`src/rtl/dds_wave_meter_if.sv`:
```
// Bundles the sample stream and the measurement result handshake of
// dds_wave_meter. The master side feeds samples and consumes results;
// the slave side is the meter itself.
interface dds_wave_meter_if #(
  parameter int m     = 12,
  parameter int CNT_W = 16
);
  logic             sample_en;
  logic [m-1:0]     sample;
  logic             meas_valid;
  logic             meas_ready;
  logic [CNT_W-1:0] period;
  logic [m-1:0]     peak_max;
  logic [m-1:0]     peak_min;
  logic             overflow;
  logic             overrun;

  modport master (
    output sample_en, sample, meas_ready,
    input  meas_valid, period, peak_max, peak_min, overflow, overrun
  );

  modport slave (
    input  sample_en, sample, meas_ready,
    output meas_valid, period, peak_max, peak_min, overflow, overrun
  );
endinterface

```
`src/rtl/dds_wave_meter.sv`:
```
// Waveform meter for the DDS sample stream: detects rising midscale
// crossings with hysteresis and reports period and peak values of each
// waveform cycle through a single-entry valid/ready result register.
module dds_wave_meter #(
  parameter int m     = 12,
  parameter int CNT_W = 16,
  parameter int HYST  = 64
) (
  input  logic             clk,
  input  logic             rst,
  dds_wave_meter_if.slave  bus
);

  localparam int HI_I = (1 << (m - 1)) + HYST;
  localparam int LO_I = (1 << (m - 1)) - HYST;
  localparam logic [m-1:0]     HI      = HI_I[m-1:0];
  localparam logic [m-1:0]     LO      = LO_I[m-1:0];
  localparam logic [CNT_W-1:0] CNT_MAX = '1;

  typedef enum logic [1:0] {
    SEEK, // waiting for the signal to go below LO
    ARM,  // below LO seen, waiting for the first rising edge
    HIGH, // inside a measured cycle, above LO
    LOW   // inside a measured cycle, below LO, next HI is an edge
  } state_t;

  state_t           r_state;
  state_t           w_next;
  logic             w_hi;
  logic             w_lo;
  logic             w_start;
  logic             w_edge;
  logic             w_run;
  logic             w_hs;
  logic [CNT_W-1:0] w_period;
  logic             w_ovf;

  logic [CNT_W-1:0] r_cnt;
  logic [m-1:0]     r_pmax;
  logic [m-1:0]     r_pmin;

  logic             r_valid;
  logic [CNT_W-1:0] r_period;
  logic [m-1:0]     r_peak_max;
  logic [m-1:0]     r_peak_min;
  logic             r_overflow;
  logic             r_overrun;

  assign w_hi = (bus.sample >= HI);
  assign w_lo = (bus.sample <= LO);

  // Next-state and per-sample action decode; only accepted samples advance.
  always_comb begin
    // NOTE: every output of this block gets a default first so no path
    // leaves a value unassigned and no latch is inferred.
    w_next  = r_state;
    w_start = 1'b0;
    w_edge  = 1'b0;
    w_run   = 1'b0;
    if (bus.sample_en) begin
      unique case (r_state)
        SEEK: if (w_lo) w_next = ARM;
        ARM: begin
          if (w_hi) begin
            w_start = 1'b1;
            w_next  = HIGH;
          end
        end
        HIGH: begin
          w_run = 1'b1;
          if (w_lo) w_next = LOW;
        end
        LOW: begin
          if (w_hi) begin
            w_edge = 1'b1;
            w_next = HIGH;
          end else begin
            w_run = 1'b1;
          end
        end
        default: w_next = SEEK;
      endcase
    end
  end

  // State register.
  always_ff @(posedge clk) begin
    // NOTE: sequential state uses non-blocking assignments so every
    // register samples the pre-edge values of the others.
    if (rst) r_state <= SEEK;
    else     r_state <= w_next;
  end

  // Period counter and running peaks of the current waveform cycle.
  always_ff @(posedge clk) begin
    if (rst) begin
      r_cnt  <= '0;
      r_pmax <= '0;
      r_pmin <= '0;
    end else if (w_start || w_edge) begin
      // The edge sample opens the next cycle.
      r_cnt  <= '0;
      r_pmax <= bus.sample;
      r_pmin <= bus.sample;
    end else if (w_run) begin
      if (r_cnt != CNT_MAX) r_cnt <= r_cnt + 1'b1;
      if (bus.sample > r_pmax) r_pmax <= bus.sample;
      if (bus.sample < r_pmin) r_pmin <= bus.sample;
    end
  end

  // Once the counter sticks at its maximum the period is no longer exact.
  assign w_ovf    = (r_cnt == CNT_MAX);
  assign w_period = w_ovf ? CNT_MAX : r_cnt + 1'b1;
  assign w_hs     = r_valid & bus.meas_ready;

  // Single-entry result register; a result that finds it full is dropped.
  always_ff @(posedge clk) begin
    // NOTE: the result register is small and must read zero after reset,
    // so every field is reset, not just the valid flag.
    if (rst) begin
      r_valid    <= 1'b0;
      r_period   <= '0;
      r_peak_max <= '0;
      r_peak_min <= '0;
      r_overflow <= 1'b0;
      r_overrun  <= 1'b0;
    end else if (w_edge) begin
      if (!r_valid || w_hs) begin
        r_valid    <= 1'b1;
        r_period   <= w_period;
        r_peak_max <= r_pmax;
        r_peak_min <= r_pmin;
        r_overflow <= w_ovf;
      end else begin
        r_overrun  <= 1'b1;
      end
    end else if (w_hs) begin
      r_valid <= 1'b0;
    end
  end

  assign bus.meas_valid = r_valid;
  assign bus.period     = r_period;
  assign bus.peak_max   = r_peak_max;
  assign bus.peak_min   = r_peak_min;
  assign bus.overflow   = r_overflow;
  assign bus.overrun    = r_overrun;

endmodule
```
`src/flat_wrapper.sv`:
```
// flat-port wrapper written by rule: the top's interface ports become plain ports
module dds_wave_meter_flat 
#(
  parameter int m     = 12,
  parameter int CNT_W = 16,
  parameter int HYST  = 64
)
  (clk, rst, bus_sample_en, bus_sample, bus_meas_ready, bus_meas_valid, bus_period, bus_peak_max, bus_peak_min, bus_overflow, bus_overrun);
  dds_wave_meter_if #(.m(m), .CNT_W(CNT_W)) bus_i ();
  input  logic clk;
  input  logic rst;
  input wire logic [$bits(bus_i.sample_en)-1:0] bus_sample_en;
  input wire logic [$bits(bus_i.sample)-1:0] bus_sample;
  input wire logic [$bits(bus_i.meas_ready)-1:0] bus_meas_ready;
  output wire logic [$bits(bus_i.meas_valid)-1:0] bus_meas_valid;
  output wire logic [$bits(bus_i.period)-1:0] bus_period;
  output wire logic [$bits(bus_i.peak_max)-1:0] bus_peak_max;
  output wire logic [$bits(bus_i.peak_min)-1:0] bus_peak_min;
  output wire logic [$bits(bus_i.overflow)-1:0] bus_overflow;
  output wire logic [$bits(bus_i.overrun)-1:0] bus_overrun;
  assign bus_i.sample_en = bus_sample_en;
  assign bus_i.sample = bus_sample;
  assign bus_i.meas_ready = bus_meas_ready;
  assign bus_meas_valid = bus_i.meas_valid;
  assign bus_period = bus_i.period;
  assign bus_peak_max = bus_i.peak_max;
  assign bus_peak_min = bus_i.peak_min;
  assign bus_overflow = bus_i.overflow;
  assign bus_overrun = bus_i.overrun;
  dds_wave_meter #(.m(m), .CNT_W(CNT_W), .HYST(HYST)) u_core (.clk(clk), .rst(rst), .bus(bus_i));
endmodule
```
`config.mk`:
```
export PLATFORM = sky130hd
export DESIGN_NAME = dds_wave_meter_flat
export DESIGN_NICKNAME = d
export VERILOG_FILES = /design/src/rtl/dds_wave_meter_if.sv /design/src/rtl/dds_wave_meter.sv /design/src/flat_wrapper.sv
export SDC_FILE = /design/constraint.sdc
export NUM_CORES = 1
export LEC_CHECK = 0
export ABC_CLOCK_PERIOD_IN_PS = 4500
export CAP_MARGIN = 0
export CORE_MARGIN = 2
export CORE_UTILIZATION = 25
export DETAILED_ROUTE_END_ITERATION = 6
export GPL_ROUTABILITY_DRIVEN = 0
export PLACE_DENSITY = 0.45
export SLEW_MARGIN = 20
export SYNTH_ARGS = -nofsm -noshare
export SYNTH_HDL_FRONTEND = slang
export SYNTH_SLANG_ARGS = --single-unit
export TNS_END_PERCENT = 100
```
`constraint.sdc`:
```
create_clock -name clk -period 4.5 [get_ports clk]
set_input_delay 0.675 -clock clk [delete_from_list [all_inputs] [get_ports clk]]
set_output_delay 0.675 -clock clk [all_outputs]
set_load 0.005 [all_outputs]
```
==> impl_metrics.yaml, run 1 <==
timing:
  fin_skew_ns: 0.00560
  setup_tns_ns: 0
  slew_viol_final: 0
  setup_viol: 0
  clock.fmax_ghz: 0.317
  fin_crit_sh_pct: 70.1
  hold_violations: 0
  rsz0062_at_grt: "no"
  worst_slew_pin_slew_ns: 1.02
  fin_crit_ns: 3.16
  max-slew-margin-rel_pct: 31.7
detailed_routing:
  ant_nets: 0
  drc: 0
  vias_per_cell: 4.58
  route.vias.total: 3157
  wirelength_mm: 9.52
  drtIter0Drc: 131
  wire_per_inst_um: 13.8
  firstDrtPassIters: 4
placement:
  place_inst: 675
  io_buffer_count: 58
  dpl-instance-area_um2: 4640
  dp_hpwl_mm: 6.68
die:
  start_util_pct: 25.7
  die_area_um2: 16600
  core_area_um2: 15200
  row_count: 45
  die_h_um: 129
  fp.dieW_um: 129
  pin_count: 59
synthesis:
  synth_cell_types: 43
  synth_edf_count: 0
  synth_cells: 447
  synth_nets: 487
  synthArstFlopShare_pct: 0
  ys_seq_area_share_pct: 43.6
  synth-seq-cells: 85
  post_synth.cell_area_avg_um2: 8.72
  synth_area_um2: 3900
  yosysWarnings: 0
  synth-main-ff-cell: "dfxtp_1"
hold_path:
  min_from: "u_core.bus.peak_max[6]"
  hold_path.class: "reg -> reg"
final_layout:
  final_area_um2: 4990
  area_growth_pct: 27.9
  layout.cells.non_filler: 690
  final_nets: 538
  n_antenna_cell: 0
  drive_gt1_share_pct: 5.58
clocking:
  clk_pin_slew_ns: 0.06
  cts_buffers: 9
  cts_sinks: 85
  clkLatencyLatePin_ns: 0.35
  htreeDepth: 3
  hold_buffers: 0
  cts_buffer_depth: 2
  cts_tree: "built"
  postCtsSetupBuffers: 0
  cts_root_buf: "clkbuf_16"
  cts_resized: 0
critical_path:
  cp-end-kind: "flop"
  start_kind: "input pin"
  worstPathArrival_ns: 3.45
  reg2reg_slack_ns: 2.03
  worst-setup-path-type: "in -> reg"
  worstPathRequired_ns: 4.79
  startpoint: "bus_sample[6]"
  worstPathMaxFanout: 12
  rr_startpoint: "u_core.r_cnt[0]"
global_route:
  grt_max_degree: 56
  use_met2_pct: 19.7
  grt_pass1_wl_mm: 15.9
  use_met1_pct: 16.0
  grt.met3_usage_pct: 3.28
  groute.usage.overall_pct: 12.3
  grt_pass1_vias: 3123
  grt_remaining_overflow: 0
  antenna_found_initial: 0
  grt.busiest_layer: "met2"
outcome:
  outcome: "complete, no violations"
pwr:
  vdd_ir_drop_max_mv: 0.205
  p_per_area_nw_per_um2: 349
  leakagePower_nw: 1.77
flow_run:
  timing.max_cap.violations: 0
-- path summary, 6_finish.rpt --
check | to | depth (start not counted)
worst min-delay path | u_core.bus.peak_max[6] | 2
worst max register to register | u_core.bus.period[0] | 5
worst min register to register | u_core.bus.peak_max[6] | 2
worst max-delay path | u_core.r_pmax[1] | 7
-- cell usage after synthesis, types with 2 or more instances --
cell type | number | area share [%]
dfxtp_1 | 85 | 44
nor4_1 | 2 | 0.32
xor2_1 | 13 | 2.9
a311oi_1 | 15 | 3.4
buf_2 | 3 | 0.38
a21o_1 | 2 | 0.38
xnor2_1 | 13 | 2.9
nand4_1 | 8 | 1.3
nand2b_1 | 3 | 0.48
a21oi_1 | 36 | 4.6
nor2_1 | 52 | 5.0
nor2b_1 | 3 | 0.48
nor3_1 | 8 | 1.0
inv_1 | 28 | 2.7
mux2i_1 | 13 | 3.3
nand3_1 | 11 | 1.4
nand2_1 | 69 | 6.6
clkbuf_1 | 17 | 1.6
a31oi_1 | 2 | 0.32
ha_1 | 24 | 7.7
and3_1 | 5 | 0.80
a22o_1 | 12 | 2.7
or3_1 | 2 | 0.32
o21ai_0 | 2 | 0.26
-- critical path: stages --
cell and delay (ns):
clkdlybuf4s50_1 0.54, or3_1 0.44, o311a_4 0.37, nor3_1 0.21, o41ai_1 0.12, a21oi_1 0.82, a22o_1 0.28
-- registers in the layout, indices dropped and copies added, names as in the netlist --
register / cells
u_core.r_pmax: 12
u_core.r_cnt: 16
u_core.bus.overrun: 1
u_core.bus.peak_max: 12
u_core.bus.overflow: 1
u_core.bus.period: 16
u_core.bus.peak_min: 12
u_core.r_state: 2
u_core.bus.meas_valid: 1
u_core.r_pmin: 12
-- area by class of cell --
class                           instances  area [µm²]
Fill cell                            1585       10200
Multi-Input combinational cell        312        1990
Sequential cell                        85        1700
Timing Repair Buffer                   62         606
Clock buffer                           11         253
Tap cell                              188         235
Inverter                               28         105
Clock inverter                          4        95.1
-- power by group --
part | leakage [nW] | switching [mW] | internal (mW) | total, mW
clock network | 0.172 | 0.310 | 0.569 | 0.878
registers | 0.685 | 0.00583 | 0.759 | 0.765
logic | 0.911 | 0.0554 | 0.0408 | 0.0962
-- cell usage in the layout, fill, tap and decap left out, drive strengths merged, types with 2 or more instances in the layout --
master / Yosys / final
dfxtp: 85 / 85
mux2i: 13 / 13
a311oi: 15 / 15
nand2b: 3 / 3
buf: 5 / 5
ha: 24 / 24
or3: 2 / 2
nand3: 11 / 11
xnor2: 13 / 13
nor2b: 4 / 4
nor3: 8 / 8
nand2: 69 / 69
a21oi: 36 / 36
and2: 2 / 2
nor4: 3 / 3
nand4: 8 / 8
nor2: 52 / 52
and3: 5 / 5
clkbuf: 17 / 11
bufinv: 0 / 3
clkdlybuf4s50: 0 / 57
a31oi: 2 / 2
a211oi: 2 / 2
inv: 28 / 28
o21ai: 2 / 2
xor2: 13 / 13
a21o: 2 / 2
a22o: 12 / 12
-- metrics by stage --
stage / hold slack (ns) / util [%] / setup slack, ns / power (mW)
floorplan: 0.445 / - / 2.03 / 0.839
global placement: 0.444 / 30.5 / 1.05 / 0.878
detailed placement: 0.447 / 30.5 / 0.973 / 0.880
CTS: 0.456 / 32.8 / 1.33 / 1.76
global route: 0.470 / 32.8 / 1.10 / 1.82
finish: 0.452 / 32.8 / 1.34 / 1.74
-- layer usage --
metal | wire length (µm) | vias up | share of wire (%)
met2 | 4330 | 48 | 45
met5 | 0 | - | 0
met3 | 369 | 12 | 3.9
met1 | 4660 | 1463 | 49
met4 | 157 | 0 | 1.6
li1 | - | 1634 | -
-- logic make-up (layout without fill, tap and decap cells) --
logic type	Yosys count	in the layout	synth area share (%)
adder cells (fa/ha/maj)	24	24	7.70
XOR/XNOR	26	26	5.84
AND/OR/NAND/NOR	169	169	19.2
AO/OA/AOI/OAI	80	80	15.0
multiplexers	13	13	3.34
buffers and inverters	50	105	5.29
flip-flops	85	85	43.6
No activity file was read; power rests on OpenSTA's default activity.
==> run 2, diff against run 1 <==
--- a/config.mk
+++ b/config.mk
@@ -5,13 +5,13 @@
 export SDC_FILE = /design/constraint.sdc
 export NUM_CORES = 1
 export LEC_CHECK = 0
-export ABC_CLOCK_PERIOD_IN_PS = 4500
+export ABC_CLOCK_PERIOD_IN_PS = 2800
 export CAP_MARGIN = 0
 export CORE_MARGIN = 2
 export CORE_UTILIZATION = 25
 export DETAILED_ROUTE_END_ITERATION = 6
 export GPL_ROUTABILITY_DRIVEN = 0
-export PLACE_DENSITY = 0.45
+export PLACE_DENSITY = 0.47
 export SLEW_MARGIN = 20
 export SYNTH_ARGS = -nofsm -noshare
 export SYNTH_HDL_FRONTEND = slang
==> constraint.sdc (replaced) <==
create_clock -name clk -period 2.8 [get_ports clk]
set_input_delay 0.42 -clock clk [delete_from_list [all_inputs] [get_ports clk]]
set_output_delay 0.42 -clock clk [all_outputs]
set_load 0.005 [all_outputs]
==> run 2 against run 1 <==
  * Wire length grew 4.3%
  * Critical path depth unchanged
  * Count of clock-buffer cells in the layout decreased by 2
  * Clock power up 22%
  * Register-to-register slack got worse by 1.6 ns
  * Sequential share of layout area fell by 0.48 points
  * Global-route usage up 0.48 points
  * Largest power group is now sequential cells
  * Cell area is 1.4% higher
  * Sequential power increased by 61%
  * Critical endpoint is now u_core.r_pmin[9]
  * First-iteration DRC count rose by 29%
  * Die area stayed put
  * Cell count grew 3.0%
==> impl_metrics.yaml, run 2 (synthesis gave the netlist of run 1 again) <==
critical_path:
  ff2ff_path_depth: 8
  worst-setup-path-type: "in -> reg"
  cp-end-kind: "flop"
  worstPathArrival_ns: 2.84
  worstPathMaxFanout: 12
  start_kind: "input pin"
  worstPathRequired_ns: 3.01
timing:
  slew_viol_final: 0
  fin_crit_ns: 2.63
  rsz0062_at_grt: "no"
  fin_skew_ns: 0.00835
  setup_viol: 0
  max-slew-margin-rel_pct: 43.8
  worst_slew_pin_slew_ns: 0.841
  whs_ns: 0.453
  hold_violations: 0
  fin_crit_sh_pct: 94.1
  clock.fmax_ghz: 0.380
die:
  die_area_um2: 16600
  fp.dieW_um: 129
  die_h_um: 129
  start_util_pct: 25.7
  row_count: 45
  pin_count: 59
  core_area_um2: 15200
global_route:
  grt_remaining_overflow: 0
  groute.usage.overall_pct: 12.8
  grt_pass1_wl_mm: 16.4
  grt_max_degree: 36
  antenna_found_initial: 0
  grt_pass1_vias: 3291
placement:
  io_buffer_count: 58
  dp_hpwl_mm: 7.26
final_layout:
  seqCellArea_um2: 1700
  drive_gt1_share_pct: 9.37
  final_nets: 560
  area_growth_pct: 29.8
  layout_common_cells: "85 x dfxtp_1, 69 x nand2_1, 57 x clkdlybuf4s50_1, 52 x nor2_1, 36 x a21oi_1"
  postLayoutCoreUtil_pct: 33.3
  multiInputGateArea_um2: 1990
  fillers: 1588
  layout_commonest_cell: "dfxtp_1"
  n_antenna_cell: 0
hold_path:
  hold_path.class: "reg -> reg"
  worstHoldPathCells: 2
clocking:
  clkLatencyLatePin_ns: 0.34
  postCtsSetupBuffers: 0
  htreeDepth: 3
  cts_tree: "built"
  clk_pin_slew_ns: 0.06
  cts_buffer_depth: 2
  cts_root_buf: "clkbuf_16"
  cts_buffers: 9
  cts_sinks: 85
  hold_buffers: 0
  cts_resized: 0
detailed_routing:
  route.vias.total: 3287
  vias_per_cell: 4.62
  drc: 0
  firstDrtPassIters: 4
  ant_nets: 0
  wirelength_mm: 9.93
  wire_per_inst_um: 14.0
  drtIter0Drc: 169
flow_run:
  timing.max_cap.violations: 0
pwr:
  leakagePower_nw: 1.83
  p_per_area_nw_per_um2: 489
  vdd_ir_drop_max_mv: 0.264
outcome:
  outcome: "complete, no violations"
run 2: cell types whose count changed in the layout (fill, tap and decap cells not counted), sizes merged:
cell      change
buf          +22
bufinv        -3
clkbuf        -2
clkinv        +2
clkinvlp      +2
run 2: worst max-delay path, cell delays in order:
cell and delay (ns):
clkdlybuf4s50_1 0.45, or3_1 0.40, o311a_4 0.32, and2_4 0.17, o311ai_4 0.75, mux2i_1 0.27
nor2_1 0.06
run 2: metrics by stage:
step	worst slack [ns]	instance area (µm²)	total power, mW	std cells	TNS [ns]
after floorplan	0.588	3900	1.35	447	0
after global placement	-0.113	4810	1.43	697	-1.31
after detailed placement	-0.173	4810	1.43	697	-2.00
after CTS	0.180	5060	2.52	711	0
after global routing	0.0609	5060	2.59	711	0
final	0.165	5060	2.47	711	0
run 2: final cells by class:
cell class | instances | share of cell area, %
inverter | 28 | 2.08
tap | 188 | 4.65
timing repair buffer | 84 | 15.2
clock buffer | 9 | 4.45
multi-input combinational | 312 | 39.4
sequential | 85 | 33.6
clock inverter | 5 | 0.593
run 2: final timing paths:
check	to	slack [ns]	startpoint
worst max-delay path	u_core.r_pmin[9]	0.17	bus_sample[7]
worst min-delay path	u_core.bus.overflow	0.45	u_core.bus.overflow
worst max register to register	u_core.r_pmin[9]	0.47	u_core.r_pmin[7]
worst min register to register	u_core.bus.overflow	0.45	u_core.bus.overflow
run 2: routing by layer:
layer	wire length (µm)	up-vias	GRT usage [%]
met5	0	-	0
met4	146	0	4.41
met3	423	12	3.53
met2	4630	57	21.2
met1	4730	1539	16.1
li1	-	1679	-
run 2: where the power goes:
group / total [mW] / internal (mW) / switching [mW]
Sequential: 1.23 / 1.22 / 0.00955
Clock: 1.07 / 0.586 / 0.488
Combinational: 0.169 / 0.0767 / 0.0926
Total: 2.47 / 1.88 / 0.590
==> run 3, diff against run 2 <==
--- a/config.mk
+++ b/config.mk
@@ -12,6 +12,7 @@
 export DETAILED_ROUTE_END_ITERATION = 6
 export GPL_ROUTABILITY_DRIVEN = 0
 export PLACE_DENSITY = 0.47
+export RECOVER_POWER = 25
 export SLEW_MARGIN = 20
 export SYNTH_ARGS = -nofsm -noshare
 export SYNTH_HDL_FRONTEND = slang
==> run 3 against run 2 <==
  * Utilization unchanged
  * Sequential cell count unchanged
  * Clock skew about the same
  * Maximum frequency increased by 0.19%
  * Cell count unchanged
  * Cell area unchanged
  * Count of clock-buffer cells in the layout unchanged
  * Clock power about the same
  * Die area unchanged
==> impl_metrics.yaml, run 3 (synthesis gave the netlist of run 1 again) <==
outcome:
  outcome: "complete, no violations"
timing:
  rsz0062_at_grt: "no"
  slew_viol_final: 0
  whs_ns: 0.450
  fin_crit_sh_pct: 93.9
  fin_skew_ns: 0.00851
  hold_violations: 0
  clock.fmax_ghz: 0.380
  worst_slew_pin_slew_ns: 0.840
  max-slew-margin-rel_pct: 43.9
  fin_crit_ns: 2.63
  setup_viol: 0
critical_path:
  cp_cell_sequence: "clkdlybuf4s50_1 -> or3_1 -> o311a_4 -> and2_4 -> o311ai_4 -> mux2i_1 -> nor2_1"
  critPathTopFamily: "compound AO/OA/AOI/OAI gates"
  start_kind: "input pin"
  ff2ff_path_depth: 8
  worstPathArrival_ns: 2.84
  cp_slowest_cell: "o311ai_4"
  cp-end-kind: "flop"
  r2r-end: "u_core.r_pmin[8]"
  crit_buf_inv: 1
  worstPathRequired_ns: 3.01
  critPathMaxStageDelay_ns: 0.75
  rr_startpoint: "u_core.r_pmin[7]"
  worstPathMaxFanout: 12
  worst-setup-path-type: "in -> reg"
  reg2reg_slack_ns: 0.47
detailed_routing:
  drtIter0Drc: 166
  firstDrtPassIters: 4
  ant_nets: 0
  wirelength_mm: 9.92
  wire_per_inst_um: 14.0
  drc: 0
  route.vias.total: 3299
  vias_per_cell: 4.64
placement:
  io_buffer_count: 58
  dp_hpwl_mm: 7.26
clocking:
  postCtsSetupBuffers: 0
  cts_root_buf: "clkbuf_16"
  cts_tree: "built"
  cts_buffer_depth: 2
  cts_resized: 0
  clk_pin_slew_ns: 0.06
  cts_sinks: 85
  cts_buffers: 9
  htreeDepth: 3
  clkLatencyLatePin_ns: 0.34
  hold_buffers: 0
die:
  die_area_um2: 16600
  row_count: 45
  pin_count: 59
  die_h_um: 129
  start_util_pct: 25.7
  fp.dieW_um: 129
  core_area_um2: 15200
global_route:
  grt.met3_usage_pct: 3.53
  grt_max_degree: 36
  grt_pass1_wl_mm: 16.4
  antenna_found_initial: 0
  grt_pass1_vias: 3291
  use_met2_pct: 21.2
  grt.busiest_layer: "met2"
  groute.usage.overall_pct: 12.8
  use_met1_pct: 16.1
  grt_remaining_overflow: 0
hold_path:
  hold_path.class: "reg -> reg"
  min_from: "u_core.bus.overflow"
  worstHoldPathCells: 2
  hold_path_end: "u_core.bus.overflow"
flow_run:
  timing.max_cap.violations: 0
pwr:
  p_int_mw: 1.88
  power.share.clock_pct: 43.4
  vdd_ir_drop_max_mv: 0.264
  switching_share_pct: 23.9
  seqPwrFrac_pct: 49.7
  power_mw: 2.47
  p_per_area_nw_per_um2: 489
  leakagePower_nw: 1.94
  p_sw_mw: 0.590
  comb_power_share_pct: 6.8
final_layout:
  drive_gt1_share_pct: 9.37
  n_antenna_cell: 0
  final_nets: 560
  layout_commonest_cell: "dfxtp_1"
  layout_common_cells: "85 x dfxtp_1, 69 x nand2_1, 52 x nor2_1, 36 x a21oi_1, 32 x dlygate4sd3_1"
  area_growth_pct: 29.8
-- run 3: tightest hold or removal path, delay by kind of cell (launching register included) --
| family | cells | cell delay [ns] |
|---|---|---|
| DFF | 1 | 0.31 |
| and+or+nand+nor | 1 | 0.05 |
| AOI/OAI and AO/OA | 1 | 0.05 |
-- run 3: cell type report --
type | count | area [µm²]
Fill cell | 1588 | 10100
Multi-Input combinational cell | 312 | 1990
Sequential cell | 85 | 1700
Timing Repair Buffer | 84 | 771
Tap cell | 188 | 235
Clock buffer | 9 | 225
Inverter | 28 | 105
Clock inverter | 5 | 30.0
-- run 3: metal layers --
layer	up-vias	routed length, µm
met3	12	483
met1	1543	4670
met5	-	0
met4	0	146
met2	65	4620
li1	1679	-
-- run 3: metrics by stage --
stage | area, µm² | util (%) | setup WS, ns | TNS (ns) | std cells
after floorplan | 3900 | - | 0.588 | 0 | 447
after global placement | 4810 | 31.6 | -0.113 | -1.31 | 697
after detailed placement | 4810 | 31.6 | -0.173 | -2.00 | 697
after CTS | 5060 | 33.3 | 0.180 | 0 | 711
after global routing | 5060 | 33.3 | 0.0609 | 0 | 711
final | 5060 | 33.3 | 0.170 | 0 | 711
-- run 3: how the worst max path moves through the flow --
stage,startpoint,endpoint,slack [ns],cells after the start
after floorplan,bus_sample[6],u_core.r_pmin[2],0.59,7
after global placement,bus_sample[7],u_core.r_pmin[4],-0.11,7
after detailed placement,bus_sample[7],u_core.r_pmin[8],-0.17,7
after CTS,bus_sample[7],u_core.r_pmin[8],0.18,7
after global routing,bus_sample[7],u_core.r_pmin[7],0.06,7
final,bus_sample[7],u_core.r_pmin[8],0.17,7
-- run 3: power groups by stage --
stage / Combinational, mW / Sequential [mW] / Clock, mW
finish: 0.169 / 1.23 / 1.07
global route: 0.191 / 1.23 / 1.17
CTS: 0.172 / 1.23 / 1.11
detailed placement: 0.171 / 1.26 / 0
global placement: 0.169 / 1.26 / 0
floorplan: 0.0945 / 1.25 / 0
==> edit 1, RTL diff (settings of run 2) <==
Make the reset (`rst`) asynchronous in 3 clocked blocks.
--- a/src/rtl/dds_wave_meter.sv
+++ b/src/rtl/dds_wave_meter.sv
@@ -84,7 +84,7 @@
   end
 
   // State register.
-  always_ff @(posedge clk) begin
+  always_ff @(posedge clk or posedge rst) begin
     // NOTE: sequential state uses non-blocking assignments so every
     // register samples the pre-edge values of the others.
     if (rst) r_state <= SEEK;
@@ -92,7 +92,7 @@
   end
 
   // Period counter and running peaks of the current waveform cycle.
-  always_ff @(posedge clk) begin
+  always_ff @(posedge clk or posedge rst) begin
     if (rst) begin
       r_cnt  <= '0;
       r_pmax <= '0;
@@ -115,7 +115,7 @@
   assign w_hs     = r_valid & bus.meas_ready;
 
   // Single-entry result register; a result that finds it full is dropped.
-  always_ff @(posedge clk) begin
+  always_ff @(posedge clk or posedge rst) begin
     // NOTE: the result register is small and must read zero after reset,
     // so every field is reset, not just the valid flag.
     if (rst) begin
Behaviour: not the same (a bounded check fails within 10 cycles, from zero or initial values and one cycle with rst high; the reset may be asserted at any time).
==> edit 1 against run 2 <==
First-iteration DRC count increased by 72%; global-route usage increased by 1.9 points; routed wire length grew 43%; non-clock buffer count increased by 14; synthesized area grew 25%; critical path depth rose by 1; worst setup slack improved by 230 ps; final area increased by 25%; sequential cell count unchanged; synthesized cell count grew 18%.
Power is not compared: it rests on default switching activity, and its combinational part moved more than twofold at a synthesized area within 25%.
==> edit 1: results (changes against run 2) <==
metric,value,unit,change
run_status,"complete, no violations",,unchanged
slew-limit-headroom,0.465,,was 0.438
fill_cell_count,2042,,was 1588
dp_hpwl,10500,um,was 7260 um
hp-class,in -> async,,was reg -> reg
synth_fa_ha_area_frac,0.0617,,was 0.0770
final_routed_wirelength_across_all_metal_layers,14200,um,was 9930 um
synthesis.area_per_instance,9.24,um2,was 8.72 um2
cp_slowest_stage_delay,570,ps,was 750 ps
critical_path.slowest_cell,sky130_fd_sc_hd__clkdlybuf4s50_1,,was sky130_fd_sc_hd__o311ai_4
crit_fanout,29,,was 12
numPlacedInstances,853,,was 697
first_pass_grt_wire_length,23500,um,was 16400 um
synth_cell_type_count,57,,was 43
postSynth.asyncResetShare,1.00,,was 0
place.port_buffers,58,,unchanged
final_nets,639,,was 560
stdcell_count,869,,was 711
finalClockSkew,7.01,ps,was 8.35 ps
grt_start_max_net_pins,51,,was 36
critical_path.startpoint,bus_sample[11],,was bus_sample[7]
synth.yosys.warnings,0,,unchanged
vias_per_cell,4.99,,was 4.62
layout-drive-gt1-share,0.123,,was 0.0937
worst_setup_path_endpoint,u_core.r_pmin[11]$_DFFE_PP0P_,,was u_core.r_pmin[9]$_SDFFE_PP0P_
mappedNetlistNets,567,,was 487
fraction_of_the_yosys_area_taken_by_sequential_cells,0.437,,was 0.436
regToRegStartpoint,u_core.r_cnt[0]$_DFFE_PP0P_,,was u_core.r_pmin[7]$_SDFFE_PP0P_
share_of_the_synthesized_area_in_compound_gates_ao_oa_aoi_oai,0.226,,was 0.150
drtIter0Drc,291,,was 169
ff2ff_setup_slack,490,ps,was 470 ps
first_global_vias,4274,,was 3291
timing.reg2reg.worst_path_depth,6,,was 8
groute.usage.overall,0.147,,was 0.128
arrival,2600,ps,was 2840 ps
post_synth_most_frequent_cells,"85 x sky130_fd_sc_hd__dfrtp_1, 55 x sky130_fd_sc_hd__nand2_1, 43 x sky130_fd_sc_hd__nand3_1",,"was 85 x sky130_fd_sc_hd__dfxtp_1, 69 x sky130_fd_sc_hd__nand2_1, 52 x sky130_fd_sc_hd__nor2_1"
synthFlopType,sky130_fd_sc_hd__dfrtp_1,,was sky130_fd_sc_hd__dfxtp_1
netlist_top_cells_area,"sky130_fd_sc_hd__dfrtp_1 44%, sky130_fd_sc_hd__ha_1 6.2%, sky130_fd_sc_hd__nand3_1 4.4%",,"was sky130_fd_sc_hd__dfxtp_1 44%, sky130_fd_sc_hd__ha_1 7.7%, sky130_fd_sc_hd__nand2_1 6.6%"
timing.rr.end,u_core.r_cnt[12]$_DFFE_PP0P_,,was u_core.r_pmin[9]$_SDFFE_PP0P_
post_synth_xor_area_fraction,0.0234,,was 0.0584
==> edit 1: where the power goes <==
| group | leakage, nW | total [mW] | internal (mW) | switching, mW |
|---|---|---|---|---|
| clock | 0.163 | 1.34 | 0.828 | 0.510 |
| combinational | 1.54 | 2.28 | 1.15 | 1.13 |
| sequential | 1.03 | 1.99 | 1.69 | 0.297 |
| total | 2.73 | 5.60 | 3.67 | 1.93 |
==> edit 1: cells by family (layout without fill, tap and decap cells) <==
| group | after synthesis | count (layout) |
|---|---|---|
| compound gates | 149 | 149 |
| xor+xnor | 13 | 13 |
| fa+ha+maj | 24 | 24 |
| buf+inv | 66 | 143 |
| flops | 85 | 85 |
| mux | 1 | 1 |
| simple gates | 189 | 189 |
==> edit 1: through the flow <==
step                hold slack [ps]  area [um2]  setup slack, ps  setup TNS (ps)
floorplan                       465        4870              187               0
global placement                467        5980             29.6               0
detailed placement              467        5980            -31.3            -106
CTS                             454        6300              371               0
global route                    487        6300              192               0
finish                          437        6300              399               0
==> edit 1: cell type report <==
class                      instances  area, um2  area share
sequential                        85       2130       0.337
inverter                          29        110      0.0175
tap                              265        332      0.0526
timing repair buffer              98        931       0.148
clock buffer                      12        256      0.0407
multi-input combinational        376       2480       0.393
clock inverter                     4       70.1      0.0111
==> edit 1: worst max-delay path, delay by kind of cell <==
kind,cells,cell delay [ps]
buffers and inverters,3,980
AO/OA/AOI/OAI,3,800
adder cells (fa/ha/maj),1,320
AND/OR/NAND/NOR,1,80
==> edit 1: per-layer routing <==
metal	vias up	wire length, um	part of all wire	global-route usage
met4	0	214	0.015	0.0490
li1	2109	-	-	-
met3	16	599	0.042	0.0280
met1	2113	7140	0.50	0.212
met2	94	6240	0.44	0.221
met5	-	0	0	0
==> edit 2, RTL diff (settings of run 2) <==
Made on the original files. `CNT_W` is set to 16 in 3 places; all go to 32.
--- a/src/rtl/dds_wave_meter_if.sv
+++ b/src/rtl/dds_wave_meter_if.sv
@@ -3,7 +3,7 @@
 // the slave side is the meter itself.
 interface dds_wave_meter_if #(
   parameter int m     = 12,
-  parameter int CNT_W = 16
+  parameter int CNT_W = 32
 );
   logic             sample_en;
   logic [m-1:0]     sample;
--- a/src/rtl/dds_wave_meter.sv
+++ b/src/rtl/dds_wave_meter.sv
@@ -3,7 +3,7 @@
 // waveform cycle through a single-entry valid/ready result register.
 module dds_wave_meter #(
   parameter int m     = 12,
-  parameter int CNT_W = 16,
+  parameter int CNT_W = 32,
   parameter int HYST  = 64
 ) (
   input  logic             clk,
--- a/src/flat_wrapper.sv
+++ b/src/flat_wrapper.sv
@@ -2,7 +2,7 @@
 module dds_wave_meter_flat 
 #(
   parameter int m     = 12,
-  parameter int CNT_W = 16,
+  parameter int CNT_W = 32,
   parameter int HYST  = 64
 )
   (clk, rst, bus_sample_en, bus_sample, bus_meas_ready, bus_meas_valid, bus_period, bus_peak_max, bus_peak_min, bus_overflow, bus_overrun);
Interface: changed (resized bus_period); port bits go from 59 to 75. The function was not compared with the original's and may differ.
==> edit 2 against run 2 <==
Global-route usage up 0.065 points; sequential cell count up 32; die area up 43%; critical path depth up 2; synthesized area up 44%; hold slack worse by 3.0 ps; final area up 48%; worst setup slack better by 350 ps; non-clock buffer count up 18; routed wire length up 48%; total power up 75%; sequential power up 37%; combinational power up 15%.
==> edit 2: results (changes against run 2) <==
metric,value,unit,change
drtIter0Drc,155,,was 169
fraction_of_the_yosys_area_taken_by_sequential_cells,0.416,,was 0.436
leakage_power,2.62,nW,was 1.83 nW
wl_per_cell,14.3,um,was 14.0 um
first_global_vias,4607,,was 3291
place.port_buffers,74,,was 58
place_worst_setup_slack,76.5,ps,was -173 ps
detail-route-antenna-nets,0,,unchanged
dp_hpwl,10300,um,was 7260 um
slew-limit-headroom,0.625,,was 0.438
layout-drive-gt1-share,0.0987,,was 0.0937
clock_tree.root_cell,sky130_fd_sc_hd__clkbuf_16,,unchanged
finalClockSkew,7.59,ps,was 8.35 ps
layout_min_cycle_time,2280,ps,was 2630 ps
insertion_delay,420,ps,was 340 ps
first_pass_grt_wire_length,24300,um,was 16400 um
peak_ir_drop_on_the_vdd_network,0.334,mV,was 0.264 mV
grt_start_max_net_pins,97,,was 36
final_nets,778,,was 560
postSynth.asyncResetShare,0,,unchanged
run_status,"complete, no violations",,unchanged
via_count,4664,,was 3287
synth.yosys.warnings,0,,unchanged
detail_route.first_pass.iterations,4,,unchanged
netlist_top_cells_area,"sky130_fd_sc_hd__dfxtp_1 42%, sky130_fd_sc_hd__nor2_1 5.6%, sky130_fd_sc_hd__xnor2_1 5.5%",,"was sky130_fd_sc_hd__dfxtp_1 44%, sky130_fd_sc_hd__ha_1 7.7%, sky130_fd_sc_hd__nand2_1 6.6%"
clk_pin_slew_worst_paths,50,ps,
clock_tree.htree_level_count,4,,was 3
mappedNetlistNets,695,,was 487
fin_worst_hold_slack,450,ps,was 453 ps
hp-class,reg -> reg,,unchanged
ff2ff_setup_slack,570,ps,was 470 ps
crit_fanout,8,,was 12
cts_setup_buffers,0,,unchanged
cts_made_buffers,17,,was 9
cts-resized-gates,0,,unchanged
post_synth_most_frequent_cells,"117 x sky130_fd_sc_hd__dfxtp_1, 84 x sky130_fd_sc_hd__nor2_1, 70 x sky130_fd_sc_hd__nand2_1",,"was 85 x sky130_fd_sc_hd__dfxtp_1, 69 x sky130_fd_sc_hd__nand2_1, 52 x sky130_fd_sc_hd__nor2_1"
cts_buffer_depth,2,,unchanged
synth_cell_type_count,40,,was 43
arrival,2620,ps,was 2840 ps
initial_antenna_violation_count,0,,unchanged
groute.usage.overall,0.129,,was 0.128
placed_area,6830,um2,was 4810 um2
-- edit 2: cell count changes in the layout (fill, tap and decap cells not counted), sizes merged, moves of 16 or more --
cell | run 2 | this run
clkdlybuf4s50 | 57 | 73
dfxtp | 85 | 117
a211oi | 2 | 26
nand2b | 3 | 39
nor2 | 52 | 84
xnor2 | 13 | 35
-- edit 2: kinds of logic after synthesis --
family,count (synthesis),share of synthesized area
buf+inv,67,0.0476
simple gates,282,0.257
flops,117,0.416
compound gates,90,0.104
xor+xnor,51,0.0794
mux,24,0.0427
fa+ha+maj,24,0.0534
-- edit 2: through the flow --
step / cells / power, mW
2_1_floorplan: 655 / 1.83
4_1_cts: 1030 / 4.39
5_1_grt: 1030 / 4.48
6_report: 1030 / 4.32
3_3_place_gp: 999 / 1.92
3_5_place_dp: 999 / 1.92
-- edit 2: final timing paths --
check / start / cells after the start / end
min reg2reg: u_core.bus.peak_min[7]$_SDFFE_PP0P_ / 2 / u_core.bus.peak_min[7]$_SDFFE_PP0P_
max reg2reg: u_core.r_cnt[17]$_SDFFE_PP0P_ / 6 / u_core.r_cnt[30]$_SDFFE_PP0P_
max: bus_sample[9] / 9 / u_core.r_pmax[4]$_SDFFE_PP0P_
min: u_core.bus.peak_min[7]$_SDFFE_PP0P_ / 2 / u_core.bus.peak_min[7]$_SDFFE_PP0P_
-- edit 2: layout make-up --
| type | instances | area [um2] |
|---|---|---|
| inverters | 29 | 109 |
| multi-input cells | 471 | 3020 |
| well taps | 280 | 350 |
| clock buffers | 22 | 484 |
| flip-flops and latches | 117 | 2340 |
| fillers | 2289 | 14500 |
| repair buffers | 102 | 1010 |
| clock inverters | 9 | 173 |
-- edit 2: critical path, stage by stage --
cell	delay [ps]
sky130_fd_sc_hd__clkdlybuf4s50_1	430
sky130_fd_sc_hd__buf_4	160
sky130_fd_sc_hd__ha_1	300
sky130_fd_sc_hd__a21oi_1	160
sky130_fd_sc_hd__o21ai_0	110
sky130_fd_sc_hd__a2111oi_0	420
sky130_fd_sc_hd__o31a_1	270
sky130_fd_sc_hd__buf_12	160
sky130_fd_sc_hd__mux2i_1	190
-- edit 2: report_power, final --
part	total, mW	switching [mW]	internal [mW]
clock network	2.43	0.770	1.66
logic	0.195	0.106	0.0899
registers	1.69	0.0101	1.68
-- edit 2: per-layer routing --
layer / track usage / vias up / routed length, um / part of all wire
met5: 0 / - / 0 / 0
met4: 0.0441 / 0 / 203 / 0.014
met3: 0.0330 / 18 / 486 / 0.033
met2: 0.211 / 70 / 6780 / 0.46
met1: 0.165 / 2149 / 7240 / 0.49
li1: - / 2427 / - / -
